[config.mk]
export PLATFORM = sky130hd
export DESIGN_NAME = input_conditioner
export DESIGN_NICKNAME = d
export VERILOG_FILES = /design/src/rtl/input_conditioner_pkg.sv /design/src/rtl/input_conditioner_debounce_cell.sv /design/src/rtl/input_conditioner.sv
export SDC_FILE = /design/constraint.sdc
export NUM_CORES = 1
export LEC_CHECK = 0
export ABC_AREA = 1
export BUFFER_PORTS_ARGS = -buffer_cell sky130_fd_sc_hd__buf_4
export CORE_ASPECT_RATIO = 1.2
export CORE_UTILIZATION = 40
export DETAILED_ROUTE_END_ITERATION = 8
export PLACE_DENSITY_LB_ADDON = 0.12
export SETUP_SLACK_MARGIN = 0.1
export SYNTH_ARGS = -nofsm -noshare
export SYNTH_HDL_FRONTEND = slang
export SYNTH_SLANG_ARGS = --single-unit
[constraint.sdc]
create_clock -name clk -period 3 [get_ports clk]
set_clock_uncertainty 0.2 [all_clocks]
set_input_delay 0.15 -clock clk [delete_from_list [all_inputs] [get_ports clk]]
set_output_delay 0.15 -clock clk [all_outputs]
set_load 0.01 [all_outputs]
[src/rtl/input_conditioner_pkg.sv]
// Shared constants and types for the pushbutton/switch front end.
// Button indices, data width and press-FSM encoding used by the top and the bench.
package input_conditioner_pkg;
   localparam int DEFAULT_DEBOUNCE_CYCLES = 500000;
   localparam int DATA_W                  = 4;
   localparam int NUM_BTN                 = 2;
   localparam int BTN_SUBMIT              = 0;
   localparam int BTN_NEXT                = 1;

   typedef enum logic {
      ST_IDLE    = 1'b0,
      ST_PRESSED = 1'b1
   } press_state_t;
endpackage

[src/rtl/input_conditioner_debounce_cell.sv]
// Two-flop synchroniser followed by a stability counter; a new level is accepted
// only after DEBOUNCE_CYCLES consecutive synchronised samples that differ from the current one.
module debounce_cell #(
   parameter  int WIDTH           = 1,
   parameter  int DEBOUNCE_CYCLES = 500000,
   localparam int CNT_W           = $clog2(DEBOUNCE_CYCLES + 1)
) (
   input  logic             clk,
   input  logic             reset,
   input  logic [WIDTH-1:0] din,
   output logic [WIDTH-1:0] level
);
   localparam logic [CNT_W-1:0] CNT_LAST = CNT_W'(DEBOUNCE_CYCLES - 1);

   logic [WIDTH-1:0] s1_q, s2_q;
   logic [WIDTH-1:0] level_q, level_d;
   logic [CNT_W-1:0] cnt_q, cnt_d;

   always_comb begin
      level_d = level_q;
      cnt_d   = '0;
      if (s2_q != level_q) begin
         // >= keeps the counter from ever running past the accept point
         if (cnt_q >= CNT_LAST) begin
            level_d = s2_q;
         end else begin
            cnt_d = cnt_q + CNT_W'(1);
         end
      end
   end

   always_ff @(posedge clk or posedge reset) begin
      if (reset) begin
         s1_q    <= '0;
         s2_q    <= '0;
         level_q <= '0;
         cnt_q   <= '0;
      end else begin
         s1_q    <= din;
         s2_q    <= s1_q;
         level_q <= level_d;
         cnt_q   <= cnt_d;
      end
   end

   assign level = level_q;
endmodule

[src/rtl/input_conditioner.sv]
// Debounced press detection for submit/next buttons plus switch snapshot on submit.
// Next-level wins when both presses are accepted on the same cycle.
module input_conditioner
   import input_conditioner_pkg::*;
#(
   parameter int DEBOUNCE_CYCLES = DEFAULT_DEBOUNCE_CYCLES
) (
   input  logic              clk,
   input  logic              reset,
   input  logic              btn_submit,
   input  logic              btn_next,
   input  logic [DATA_W-1:0] sw_data,
   output logic              submit,
   output logic              nextLevel,
   output logic [DATA_W-1:0] data
);
   logic [NUM_BTN-1:0] btn_raw;
   logic [NUM_BTN-1:0] btn_level;
   logic [NUM_BTN-1:0] press_ev;
   logic [DATA_W-1:0]  sw_level;

   press_state_t       state_q [NUM_BTN];
   press_state_t       state_d [NUM_BTN];
   logic               submit_q, submit_d;
   logic               next_q, next_d;
   logic [DATA_W-1:0]  data_q, data_d;

   assign btn_raw[BTN_SUBMIT] = btn_submit;
   assign btn_raw[BTN_NEXT]   = btn_next;

   generate
      for (genvar gi = 0; gi < NUM_BTN; gi++) begin : g_btn
         debounce_cell #(
            .WIDTH          (1),
            .DEBOUNCE_CYCLES(DEBOUNCE_CYCLES)
         ) u_db (
            .clk  (clk),
            .reset(reset),
            .din  (btn_raw[gi]),
            .level(btn_level[gi])
         );
      end
   endgenerate

   debounce_cell #(
      .WIDTH          (DATA_W),
      .DEBOUNCE_CYCLES(DEBOUNCE_CYCLES)
   ) u_sw (
      .clk  (clk),
      .reset(reset),
      .din  (sw_data),
      .level(sw_level)
   );

   always_ff @(posedge clk or posedge reset) begin
      if (reset) begin
         for (int i = 0; i < NUM_BTN; i++) begin
            state_q[i] <= ST_IDLE;
         end
         submit_q <= 1'b0;
         next_q   <= 1'b0;
         data_q   <= '0;
      end else begin
         for (int i = 0; i < NUM_BTN; i++) begin
            state_q[i] <= state_d[i];
         end
         submit_q <= submit_d;
         next_q   <= next_d;
         data_q   <= data_d;
      end
   end

   always_comb begin
      for (int i = 0; i < NUM_BTN; i++) begin
         state_d[i] = state_q[i];
         case (state_q[i])
            ST_IDLE:    if (btn_level[i])  state_d[i] = ST_PRESSED;
            ST_PRESSED: if (!btn_level[i]) state_d[i] = ST_IDLE;
         endcase
      end
   end

   // A dropped submit still moves its FSM to PRESSED, so it never fires late.
   always_comb begin
      for (int i = 0; i < NUM_BTN; i++) begin
         press_ev[i] = (state_q[i] == ST_IDLE) && btn_level[i];
      end
      next_d   = press_ev[BTN_NEXT];
      submit_d = press_ev[BTN_SUBMIT] && !press_ev[BTN_NEXT];
      data_d   = submit_d ? sw_level : data_q;
   end

   assign submit    = submit_q;
   assign nextLevel = next_q;
   assign data      = data_q;
endmodule
Yosys cells after proc, flatten, opt, wreduce, memory -nomap -nowiden
Cells that the tools add are included.

word-level totals
  bits in registers = 83
  output and inout port bits = 6

cells by class
  reduce and logical (&&, ||, !) cells = 7
  bitwise operators = 2
  eq/ne operators = 3
  add/sub/neg operators = 3
  order comparisons = 3
  muxes and demuxes = 8

operators with widths
  operator                 number
  $mux W19                 6
  $add A19 B1 Y19 const B  3
  $ge A19 B19 Y1 const B   3
  $reduce_and A2 Y1        3
  $ne A4 B4 Y1             1
  $logic_and A1 B1 Y1      3
  $mux W1                  2
  $ne A1 B1 Y1             2
  $not A1 Y1               2
  $logic_not A1 Y1         1

Longest topological paths before layout
Gate-level depths: netlist (run 1).

  word-level depth = 4
  depth in mapped cells = 11
  gate-level depth less buffers = 11

Modules after synthesis
A second synthesis (run 1) with hierarchy kept.

second synthesis, totals
  cells, all modules = 528
  area, all modules = 4,360.4 um^2

by module, submodules not included
  module                             sequential area each (um^2)  cells each  area an instance (um^2)  instances
  debounce_cell (g_btn[0].u_db ...)  550.5                        160         1,268.7                  2
  debounce_cell (u_sw)               775.7                        180         1,530.2                  1
  input_conditioner                  200.2                        28          292.8                    1

Least setup slack after synthesis (run 1)
Ideal clock, no wire load.

  kind = register -> register
  start point = register g_btn[0].u_db.cnt_q[0]
  end point = register g_btn[0].u_db.cnt_q[7]
  buffers on the path = 1
  setup time = 0.071 ns
  slack = 1.294 ns
  stages on the path, launching flop included = 12
  arrival = 1.435 ns
  required time = 2.729 ns
  cell sequence = dfrtp_1 -> ha_1 -> nand2_1 -> inv_1 -> nand2_1 -> nor2_1 -> nand2_1 -> nand2_1 -> nand2_1 -> nand3_4 -> buf_6 -> nor2_1

between the ends
  cells in the longest elaborated chain, start to end = 3
  elaborated cells between the ends (all ways) = 4

ends and longest elaborated chain
  what                                                      line                                                                          RTL
  from (decl)                                               input_conditioner_debounce_cell.sv:17                                         logic [CNT_W-1:0] cnt_q, cnt_d;
  from (signal assigned)                                    input_conditioner_debounce_cell.sv:42                                         cnt_q <= cnt_d;
  $add A19 B1 Y19 / $ge A19 B19 Y1 (equally long branches)  input_conditioner_debounce_cell.sv:27, input_conditioner_debounce_cell.sv:24
  $mux W19 (*)                                              input_conditioner_debounce_cell.sv:24                                         if (cnt_q >= CNT_LAST) begin
  $mux W19 (*)                                              input_conditioner_debounce_cell.sv:22                                         if (s2_q != level_q) begin
  named net g_btn[0].u_db.cnt_d[7]                          input_conditioner_debounce_cell.sv:17

Mark *: on every way through the listed nets, which the timed path passes. The rest lies on a longest branch.
A chain may end at the register's enable or synchronous reset.

Worst setup path in the final report (run 1)
  start point = register u_sw.cnt_q[0]
  end point = register u_sw.cnt_q[15]

between the ends
  cells in the longest elaborated chain, start to end = 3
  elaborated cells between the ends (all ways) = 4

ends and longest elaborated chain
  what                                                      line
  from (decl)                                               input_conditioner_debounce_cell.sv:17
  from (signal assigned)                                    input_conditioner_debounce_cell.sv:42
  $add A19 B1 Y19 / $ge A19 B19 Y1 (equally long branches)  input_conditioner_debounce_cell.sv:27, input_conditioner_debounce_cell.sv:24
  $mux W19 (*)                                              input_conditioner_debounce_cell.sv:24
  $mux W19 (*)                                              input_conditioner_debounce_cell.sv:22
  named net u_sw.cnt_d[15]                                  input_conditioner_debounce_cell.sv:17

Marks and branches as above.

==> results of run 1 <==
registers in the layout, summed over array words and instances (netlist names):
register / flops
g_btn.u_db.s2_q: 2
nextLevel: 1
u_sw.s2_q: 4
u_sw.cnt_q: 19
g_btn.u_db.cnt_q: 38
g_btn.u_db.level: 2
u_sw.s1_q: 4
u_sw.level: 4
g_btn.u_db.s1_q: 2
data: 4
submit: 1
state_q: 2
critical path, stage by stage (launching register included):
cell,delay (ps)
dfrtp_1,410
ha_1,270
nand2_1,100
nor2_2,40
inv_2,70
nor2_1,40
nand2_1,120
nand4_4,340
nor2_1,200
what timing repair did:
action / 4_1_cts / 5_1_grt
hold buffers: 7 / 0
endpoints found under the hold margin: 47 / 0
setup endpoints to repair: 0 / 0
stage by stage:
step / setup WS, ps / hold slack [ps] / cells / instance area, um2 / power [W]
6_report: 1130 / 146 / 657 / 4710 / 0.00247
5_1_grt: 899 / 150 / 657 / 4710 / 0.00259
4_1_cts: 1090 / 146 / 657 / 4710 / 0.00251
3_5_place_dp: 1100 / 60.3 / 634 / 4350 / 0.00141
3_3_place_gp: 1170 / 61.2 / 634 / 4350 / 0.00141
2_1_floorplan: 513 / -18.6 / 496 / 4110 / 0.00137
final cells by class:
class                   instances  area (um2)
repair buffers                 22         195
inverters                      51         193
flip-flops and latches         83        2080
well taps                     126         158
clock inverters                 7        63.8
clock buffers                   9         225
fillers                      1001        5300
multi-input cells             359        1800
power groups by stage:
stage	clock (W)	sequential [W]	combinational [W]
3_5_place_dp	0	0.00124	0.000177
6_report	0.00108	0.00122	0.000177
5_1_grt	0.00116	0.00123	0.000205
4_1_cts	0.00111	0.00122	0.000183
2_1_floorplan	0	0.00123	0.000143
3_3_place_gp	0	0.00124	0.000173
routing by layer:
layer / wire length, um / track usage [%]
met5: 0 / 0
met4: 188 / 9.09
met3: 229 / 4.17
met2: 3680 / 26.2
met1: 3470 / 20.4
how the worst max path moves through the flow:
stage / to / slack [ps] / from / cells after the start
after detailed placement: u_sw.cnt_q[2] / 1100 / u_sw.cnt_q[0] / 8
after global routing: u_sw.cnt_q[15] / 900 / u_sw.cnt_q[0] / 8
after floorplan: data[0] / 510 / reset / 1
final: u_sw.cnt_q[15] / 1130 / u_sw.cnt_q[0] / 8
after CTS: u_sw.cnt_q[0] / 1090 / u_sw.cnt_q[0] / 8
after global placement: g_btn[1].u_db.cnt_q[14] / 1170 / g_btn[1].u_db.cnt_q[0] / 8
kinds of logic after synthesis:
kind of cell               share of synthesized area, %
AOI/OAI and AO/OA                                  1.74
xor gates and xnor gates                           9.17
adders and majority gates                         0.914
buffers and inverters                              5.57
DFF                                                50.6
and+or+nand+nor                                    32.0
layout by cell type, fill, tap and decap left out, drive strengths merged, types with 2 or more instances in the layout:
master / count
nand3: 39
clkbuf: 9
nor3: 12
o21ai: 8
xor2: 35
buf: 15
ha: 3
a21oi: 2
nand2: 118
dlygate4sd3: 7
clkinvlp: 2
dfrtp: 83
inv: 55
xnor2: 8
nor2: 121
nand4: 8
==> results.txt, run 1 <==
status = finished, final reports clean
IO buf count = 13
Starting Density = 41.0%
reg2reg setup slack = 1130 ps
H-tree Lvls = 3
routability cong. = 0.826
IO Pins = 14
WS Path Type = register to register
die width = 94.5 um
fmax = 534 MHz
maximum fanout along the worst path = 19
post-CTS setup buffer count = 0
final worst path period share = 62.4%
CTS Root Cell = clkbuf_16
worst r2r src = u_sw.cnt_q[0]
warnings from Yosys = 0
WP data required = 3070 ps
CP Capture Type = register
Mapped Nets = 507
post-synth cell types = 27
share of layout cells above drive strength 1 = 10.4%
max-slew violations = 0
GRT Total Usage = 16.5%
global-route wire length before repair = 13.5 mm
area leader, netlist = dfrtp_1
vias in the first global route = 3099
hold_sp = u_sw.s1_q[2]
Overflow after GRT = 0
initial antenna violation count = 0
Clock Tree Buf Depth = 2
row cnt = 40
hpwl dp = 5.35 mm
most numerous cell in the Yosys netlist = nand2_1
Worst R2R End = u_sw.cnt_q[15]
Hold Path End = u_sw.s2_q[2]
CTS tree = done
Data arrival, critical path = 1940 ps
worst hold-check path type = register to register
sw power = 0.000646 W
max_slew headroom = 51.4%
Antenna Diode Count = 0
post-layout util = 47.1%
setup TNS = 0 ps
Cell Int Power = 0.00183 W
Async SR Flop Fraction = 100%
Sw Share = 26.1%
Final Net Count = 537
DRT iter0 DRCs = 95
area share of the largest cell type after synthesis = 50.6%
Seq pwr share = 49.3%
minimum clock period = 1870 ps
Syn Inst Count = 496
Clock Power Share = 43.6%
Die ar. = 10700 um2
Startpoint Class = register
Vias/cell = 4.71
post-synthesis cell area = 4110 um2
Final setup viols = 0
top cells by area, synth = dfrtp_1 (51%), nand2_1 (11%), nor2_1 (9.8%)
slew of the pin with the lowest slew margin = 727 ps
final wirelength = 7.57 mm
total number of vias = 3097
post_cts resized = 0
clk slew on worst S/H paths = 70 ps
largest net degree at the start of global routing = 43
drt wl/cell = 11.5 um
EDFF count, synth = 0
peak supply drop = 0.329 mV
sequential area share after synthesis = 50.6%
Antenna Violating Nets Remaining = 0
CTS buffer count = 9
Primary FF master, synth = dfrtp_1
synth cell count leaders = nand2_1 (116), nor2_1 (107), dfrtp_1 (83)
Clock Sinks = 83
Avg Inst Size Synth = 8.28 um2
flop and latch count out of synthesis = 83
worst hold stages = 0
area growth from synthesis to final layout = 14.7%
Core Region = 10000 um2
R2R depth = 8
combinational share of power = 7.2%
final hold vios = 0
clk_lat worst skew = 340 ps
First-pass DRT Iterations = 4
Leakage = 2.12 nW
unrepaired setup endpoints after global routing = false
max_cap viols = 0
Vert. Die Dim = 113 um
pwr dens = 524 nW/um2
Post-route DRC = 0
Power figures use the tool's default switching activity.
==> run 2, diff against run 1 <==
- ABC_AREA: 1 -> 0
- clock period: 3 -> 1.9 ns (I/O delays scaled with it)
==> run 2 against run 1 <==
Net effect: non-clock buffer count up 60; fmax shrank 9.5%; synthesized cell count is 32% lower; clock-buffer cell count is the same; final area increased by 4.9%; critical endpoint is now u_sw.level[2]; the flow now finishes with violations (setup timing); sequential share of layout area shrank 2.1 points; area after synthesis down 8.3%; wire length shrank 6.7%.
==> results.txt, run 2 <==
Seq pwr share = 53.0% (+3.7 points)
pwr dens = 721 nW/um2 (+38%)
share of layout cells above drive strength 1 = 34.2% (+24 points)
max_slew headroom = 74.5% (+23 points)
area leader, netlist = dfrtp_1
status = finished, violations left
fillers = 831 (-17%)
final worst path period share = 109% (+46 points)
final hold vios = 0 (unchanged)
synth cell count leaders = dfrtp_1 (83), nor2_1 (54), xor2_1 (34)
maximum fanout along the worst path = 5 (-14)
Data arrival, critical path = 2110 ps (+170 ps)
Vert. Die Dim = 108 um (-4.1%)
Multi-input gate area = 1810 um2 (+0.21%)
combinational share of power = 12.5% (+5.3 points)
DRT iter0 DRCs = 129 (+36%)
die width = 90.6 um (-4.1%)
met2 wire length = 3.52 mm (-4.1%)
max-slew violations = 0 (unchanged)
CTS Root Cell = clkbuf_8
Startpoint Class = register
clk_lat worst skew = 350 ps (about the same)
largest net degree at the start of global routing = 45 (+4.7%)
routability cong. = 0.780 (-5.6%)
highest metal layer with signal wires = met4
Vias/cell = 4.83 (+2.5%)
CTS tree = done
Async SR Flop Fraction = 100% (unchanged)
Worst path slowest cell = dfrtp_1
post-synthesis cell area = 3770 um2 (-8.3%)
fmax = 483 MHz (-9.5%)
Setup WS pre-CTS = -238 ps (-1340 ps)
Antenna Violating Nets Remaining = 0 (unchanged)
max reg flops = 38 (unchanged)
Worst R2R End = u_sw.level[2]
register area = 2080 um2 (unchanged)
H-tree Lvls = 3 (unchanged)
Crit path buffers/inverters = 0 (-1)
global-route wire length before repair = 12.3 mm (-9.0%)
Final Net Count = 437 (-19%)
First-pass DRT Iterations = 6 (+2)
Clock Tree Buf Depth = 2 (unchanged)
reg2reg setup slack = -170 ps (-1300 ps)
WP data required = 1940 ps (-1130 ps)
hpwl dp = 4.98 mm (-6.9%)
flop and latch count out of synthesis = 83 (unchanged)
post-synth cell types = 42 (+56%)
most frequent CP cell = and4_1
top cells by area, synth = dfrtp_1 (55%), xor2_1 (7.9%), nor2_1 (5.4%)
worst hold-check path type = input pin to async pin
Final Instance Area = 4940 um2 (+4.9%)
R2R depth = 6 (-2)
Primary FF master, synth = dfrtp_1
WS Path Type = register to register
IO Pins = 14 (unchanged)
Die ar. = 9820 um2 (-8.1%)
Leakage = 2.30 nW (+8.6%)
Sw Share = 25.0% (-1.1 points)
drt wl/cell = 12.8 um (+11%)
IO buf count = 13 (unchanged)
Avg Inst Size Synth = 11.1 um2 (+35%)
sequential area share after synthesis = 55.1% (+4.5 points)
sw power = 0.000892 W (+38%)
Mapped Nets = 349 (-31%)
Final setup viols = 43 (+43)
placed cells = 522 (-18%)
CP Capture Type = register
commonest non-fill, non-tap cells in the layout = dfrtp_1 (83), buf_4 (64), xor2_1 (34)
most common cell after layout, fill and taps aside = dfrtp_1
row cnt = 38 (-5.0%)
Clock Power Share = 34.5% (-9.1 points)
metal3 WL = 137 um (-40%)
area growth from synthesis to final layout = 31.2%
area share of the largest cell type after synthesis = 55.1% (+4.5 points)
Clock Sinks = 83 (unchanged)
EDFF count, synth = 0 (unchanged)
initial antenna violation count = 0 (unchanged)
violated checks = setup timing
Starting Density = 41.5% (+0.46 points)
total number of vias = 2658 (-14%)
crit-path max cell delay = 390 ps (-20 ps)
total power = 0.00357 W (+44%)
CP top delay family = simple AND/OR/NAND/NOR gates
vias in the first global route = 2686 (-13%)
most numerous cell in the Yosys netlist = dfrtp_1
Finished Layout Cells = 550 (-16%)
Core Region = 9080 um2 (-9.3%)
PnR worst setup slack = -169 ps (-1300 ps)
worst r2r src = u_sw.cnt_q[0]
warnings from Yosys = 0 (unchanged)
Overflow after GRT = 0 (unchanged)
placed inst area = 4430 um2 (+1.7%)
slew of the pin with the lowest slew margin = 382 ps (-346 ps)
biggest regs = g_btn.u_db.cnt_q (38), u_sw.cnt_q (19)
Syn Inst Count = 338 (-32%)
max_cap viols = 0 (unchanged)
largest register by flop count = g_btn.u_db.cnt_q
final wirelength = 7.06 mm (-6.7%)
Crit. Startpoint = u_sw.cnt_q[0]
minimum clock period = 2070 ps (+196 ps)
unrepaired setup endpoints after global routing = true
wire length on met1 = 3.30 mm (-5.1%)
clk slew on worst S/H paths = 80 ps (about the same)
Cell Int Power = 0.00267 W (+46%)
GRT Total Usage = 16.0% (-0.44 points)
peak supply drop = 0.569 mV (+73%)
Post-route DRC = 0 (unchanged)
Antenna Diode Count = 0 (unchanged)
CP Cell Sequence = ha_2 -> and4_1 -> and4_1 -> o311ai_2 -> and2_4 -> mux2_4
CTS buffer count = 9 (unchanged)
## run 2: changes by cell type in the layout (fill, tap and decap cells not counted), sizes merged, moves of 4 or more
cell / delta
buf: +60
nand4: +8
mux2: +6
o21ai: -6
nand3: -22
nor4: +4
nand2: -90
xnor2: +14
and3: +14
nor3: -8
inv: -49
and4: +7
nor2: -57
## run 2: worst min-delay path: stages
cell and delay [ps]:
dlygate4sd3_1 540, buf_4 140, clkinvlp_4 270
## run 2: power groups by stage
stage / Combinational [W] / Clock [W] / Sequential (W)
finish: 0.000445 / 0.00123 / 0.00189
global placement: 0.000397 / 0 / 0.00192
detailed placement: 0.000397 / 0 / 0.00193
global route: 0.000502 / 0.00136 / 0.00190
CTS: 0.000433 / 0.00129 / 0.00189
floorplan: 0.000191 / 0 / 0.00194
## run 2: timing repair
action / CTS / global route
hold buffers: 7 / 0
endpoints found under the setup margin: 63 / 63
cloned: 1 / 0
resized for setup: 40 / 18
buffers inserted: 3 / 2
hold endpoints to repair: 89 / 0
pin swaps: 17 / 3
## run 2: logic make-up (layout without fill, tap and decap cells)
kind of cell / count (synthesis) / in the layout / synth area share [%]
adders and majority gates: 3 / 3 / 0.996
AOI/OAI and AO/OA: 14 / 14 / 3.95
buffers and inverters: 12 / 104 / 1.89
DFF: 83 / 83 / 55.1
and+or+nand+nor: 164 / 164 / 23.2
muxes: 6 / 6 / 1.79
xor gates and xnor gates: 56 / 56 / 13.0
## run 2: routing by layer
layer | track usage [%] | vias up
li1 | - | 1325
met1 | 20.1 | 1301
met2 | 26.9 | 24
met3 | 3.16 | 8
met4 | 7.26 | 0
met5 | 0 | -
## run 2: final cells by class
cell class                      count  area share, %
Clock buffer                        9           2.51
Clock inverter                      6           1.37
Inverter                            7          0.607
Timing Repair Buffer               82           14.0
Sequential cell                    83           42.0
Tap cell                          120           3.04
Multi-Input combinational cell    243           36.5
## run 2: per-stage QoR
stage,hold slack (ps),setup TNS (ps),util (%)
2_1_floorplan,-73.6,-1780,-
3_3_place_gp,-83.8,-846,48.8
3_5_place_dp,-82.7,-2110,48.8
4_1_cts,84.3,-2730,53.6
5_1_grt,111,-6730,54.5
6_report,86.8,-3040,54.5
## run 2: how the worst max path moves through the flow
stage / to / slack (ps) / depth (start not counted)
global placement: u_sw.level[1] / -180 / 6
floorplan: u_sw.level[0] / -120 / 7
global route: u_sw.level[2] / -250 / 6
detailed placement: u_sw.level[2] / -240 / 6
finish: u_sw.level[2] / -170 / 6
CTS: u_sw.level[2] / -110 / 6
==> run 3, diff against run 2 <==
- CORE_UTILIZATION: 40 -> 60
==> run 3 against run 2 <==
Net effect: hold slack improved by 67 ps; wire length rose by 13%; flip-flop and latch count did not move; clock-buffer cell count rose by 2; clock power rose by 12%; setup slack improved by 16 ps; first-iteration DRC count rose by 22%; the run still ends with setup timing left.
==> results.txt, run 3 (synthesis gave the netlist of run 2 again) <==
routability cong. = 0.766 (-1.8%)
global-route wire length before repair = 12.9 mm (+5.0%)
peak supply drop = 0.629 mV (+11%)
CTS tree = done
Starting Density = 62.3% (+21 points)
most common cell after layout, fill and taps aside = dfrtp_1
largest net degree at the start of global routing = 84 (+87%)
Vias/cell = 5.47 (+13%)
share of layout cells above drive strength 1 = 35.7% (+1.5 points)
Worst path slowest cell = dfrtp_1
CTS buffer count = 9 (unchanged)
worst hold stages = 0
Clock Tree Buf Depth = 2 (unchanged)
area growth from synthesis to final layout = 34.1%
CP Cell Sequence = ha_2 -> and4_1 -> and4_1 -> o311ai_2 -> and2_4 -> mux2_4
total power = 0.00377 W (+5.8%)
most frequent CP cell = and4_1
placed cells = 477 (-8.6%)
Post-route DRC = 0 (unchanged)
minimum clock period = 2050 ps (-15.5 ps)
Antenna Violating Nets Remaining = 0 (unchanged)
status = finished, violations left
initial antenna violation count = 0 (unchanged)
clk_lat worst skew = 350 ps (about the same)
Antenna Diode Count = 0 (unchanged)
commonest non-fill, non-tap cells in the layout = dfrtp_1 (83), buf_4 (58), xor2_1 (34)
final worst path period share = 108% (-0.82 points)
violated checks = setup timing
unrepaired setup endpoints after global routing = true
final wirelength = 8.00 mm (+13%)
Leakage = 2.31 nW (+0.63%)
max reg flops = 38 (unchanged)
CTS Root Cell = clkbuf_8
R2R depth = 6 (unchanged)
Overflow after GRT = 0 (unchanged)
clk slew on worst S/H paths = 80 ps (about the same)
DRT iter0 DRCs = 158 (+22%)
total number of vias = 2777 (+4.5%)
First-pass DRT Iterations = 4 (-2)
crit-path max cell delay = 390 ps (about the same)
Clock Sinks = 83 (unchanged)
Core Region = 6050 um2 (-33%)
Finished Layout Cells = 508 (-7.6%)
Worst R2R End = u_sw.level[0]
final hold vios = 0 (unchanged)
largest register by flop count = g_btn.u_db.cnt_q
IO Pins = 14 (unchanged)
IO buf count = 13 (unchanged)
Die ar. = 6600 um2 (-33%)
slew of the pin with the lowest slew margin = 424 ps (+42.4 ps)
max_slew headroom = 71.7% (-2.8 points)
CP Capture Type = register
Final setup viols = 62 (+44%)
hpwl dp = 4.69 mm (-5.9%)
Final Net Count = 432 (-1.1%)
Data arrival, critical path = 2090 ps (-20 ps)
drt wl/cell = 15.8 um (+23%)
maximum fanout along the worst path = 5 (unchanged)
vias in the first global route = 2913 (+8.5%)
reg2reg setup slack = -150 ps (+20 ps)
Startpoint Class = register
worst hold-check path type = register to register
hold_sp = u_sw.s1_q[3]
worst r2r src = u_sw.cnt_q[1]
PnR worst setup slack = -153 ps (+15.5 ps)
Hold Path End = u_sw.s2_q[3]
biggest regs = g_btn.u_db.cnt_q (38), u_sw.cnt_q (19)
Vert. Die Dim = 88.8 um (-18%)
fmax = 487 MHz (+0.76%)
die width = 74.3 um (-18%)
WP data required = 1940 ps (about the same)
H-tree Lvls = 3 (unchanged)
max_cap viols = 0 (unchanged)
pwr dens = 746 nW/um2 (+3.5%)
WS Path Type = register to register
row cnt = 31 (-18%)
GRT Total Usage = 26.6% (+11 points)
max-slew violations = 0 (unchanged)
-- run 3: changes by cell type in the layout (fill, tap and decap cells not counted), sizes merged --
cell / previous run / this run
buf: 75 / 69
clkbuf: 9 / 12
clkinv: 3 / 1
bufinv: 1 / 2
clkinvlp: 3 / 2
inv: 6 / 7
-- run 3: how the worst max path moves through the flow --
| stage | startpoint | slack (ps) | endpoint |
|---|---|---|---|
| after floorplan | u_sw.cnt_q[0] | -120 | u_sw.level[0] |
| after global placement | u_sw.cnt_q[1] | -160 | u_sw.level[0] |
| after detailed placement | u_sw.cnt_q[1] | -240 | u_sw.level[3] |
| after CTS | u_sw.cnt_q[1] | -110 | u_sw.level[0] |
| after global routing | u_sw.cnt_q[1] | -240 | u_sw.level[1] |
| final | u_sw.cnt_q[1] | -150 | u_sw.level[0] |
-- run 3: through the flow --
stage               area [um2]  hold WS (ps)  setup slack [ps]  TNS, ps  util (%)
floorplan                 3800         -73.6              -120    -1780         -
global placement          4370          4.81              -160     -756      72.1
detailed placement        4370          5.90              -238    -1560      72.1
CTS                       4940           156              -112    -3790      81.6
global route              5050           163              -238    -9790      83.5
finish                    5050           153              -153    -5180      83.5
-- run 3: layout make-up --
cell class	count	area (um2)
well taps	82	103
multi-input cells	243	1920
clock inverters	5	85.1
clock buffers	11	131
repair buffers	77	707
fillers	318	997
inverters	7	30.0
flip-flops and latches	83	2080
-- run 3: layer usage --
layer  wire [um]  track usage, %  up-vias
met3         171            5.92       15
met5           0               0        -
met4         137            11.7        0
met1        3370            30.0     1400
met2        4320            47.8       40
li1            -               -     1322
-- run 3: what timing repair did --
action,CTS,global route
endpoints found under the setup margin,63,63
gates cloned,1,1
hold endpoints to repair,89,0
setup buffers,4,4
hold buffers,7,0
resized for setup,53,28
pin swaps,15,5
-- run 3: where the power goes --
group,switching (W),internal (W),total [W]
Combinational,0.000250,0.000247,0.000498
Clock,0.000633,0.000748,0.00138
Sequential,0.0000482,0.00184,0.00189
Total,0.000931,0.00284,0.00377
-- run 3: critical path: cells and delay by family (launching register included) --
family,cells,cell delay [ps]
compound gates,1,300
flops,1,390
fa+ha+maj,1,190
simple gates,3,570
mux,1,300
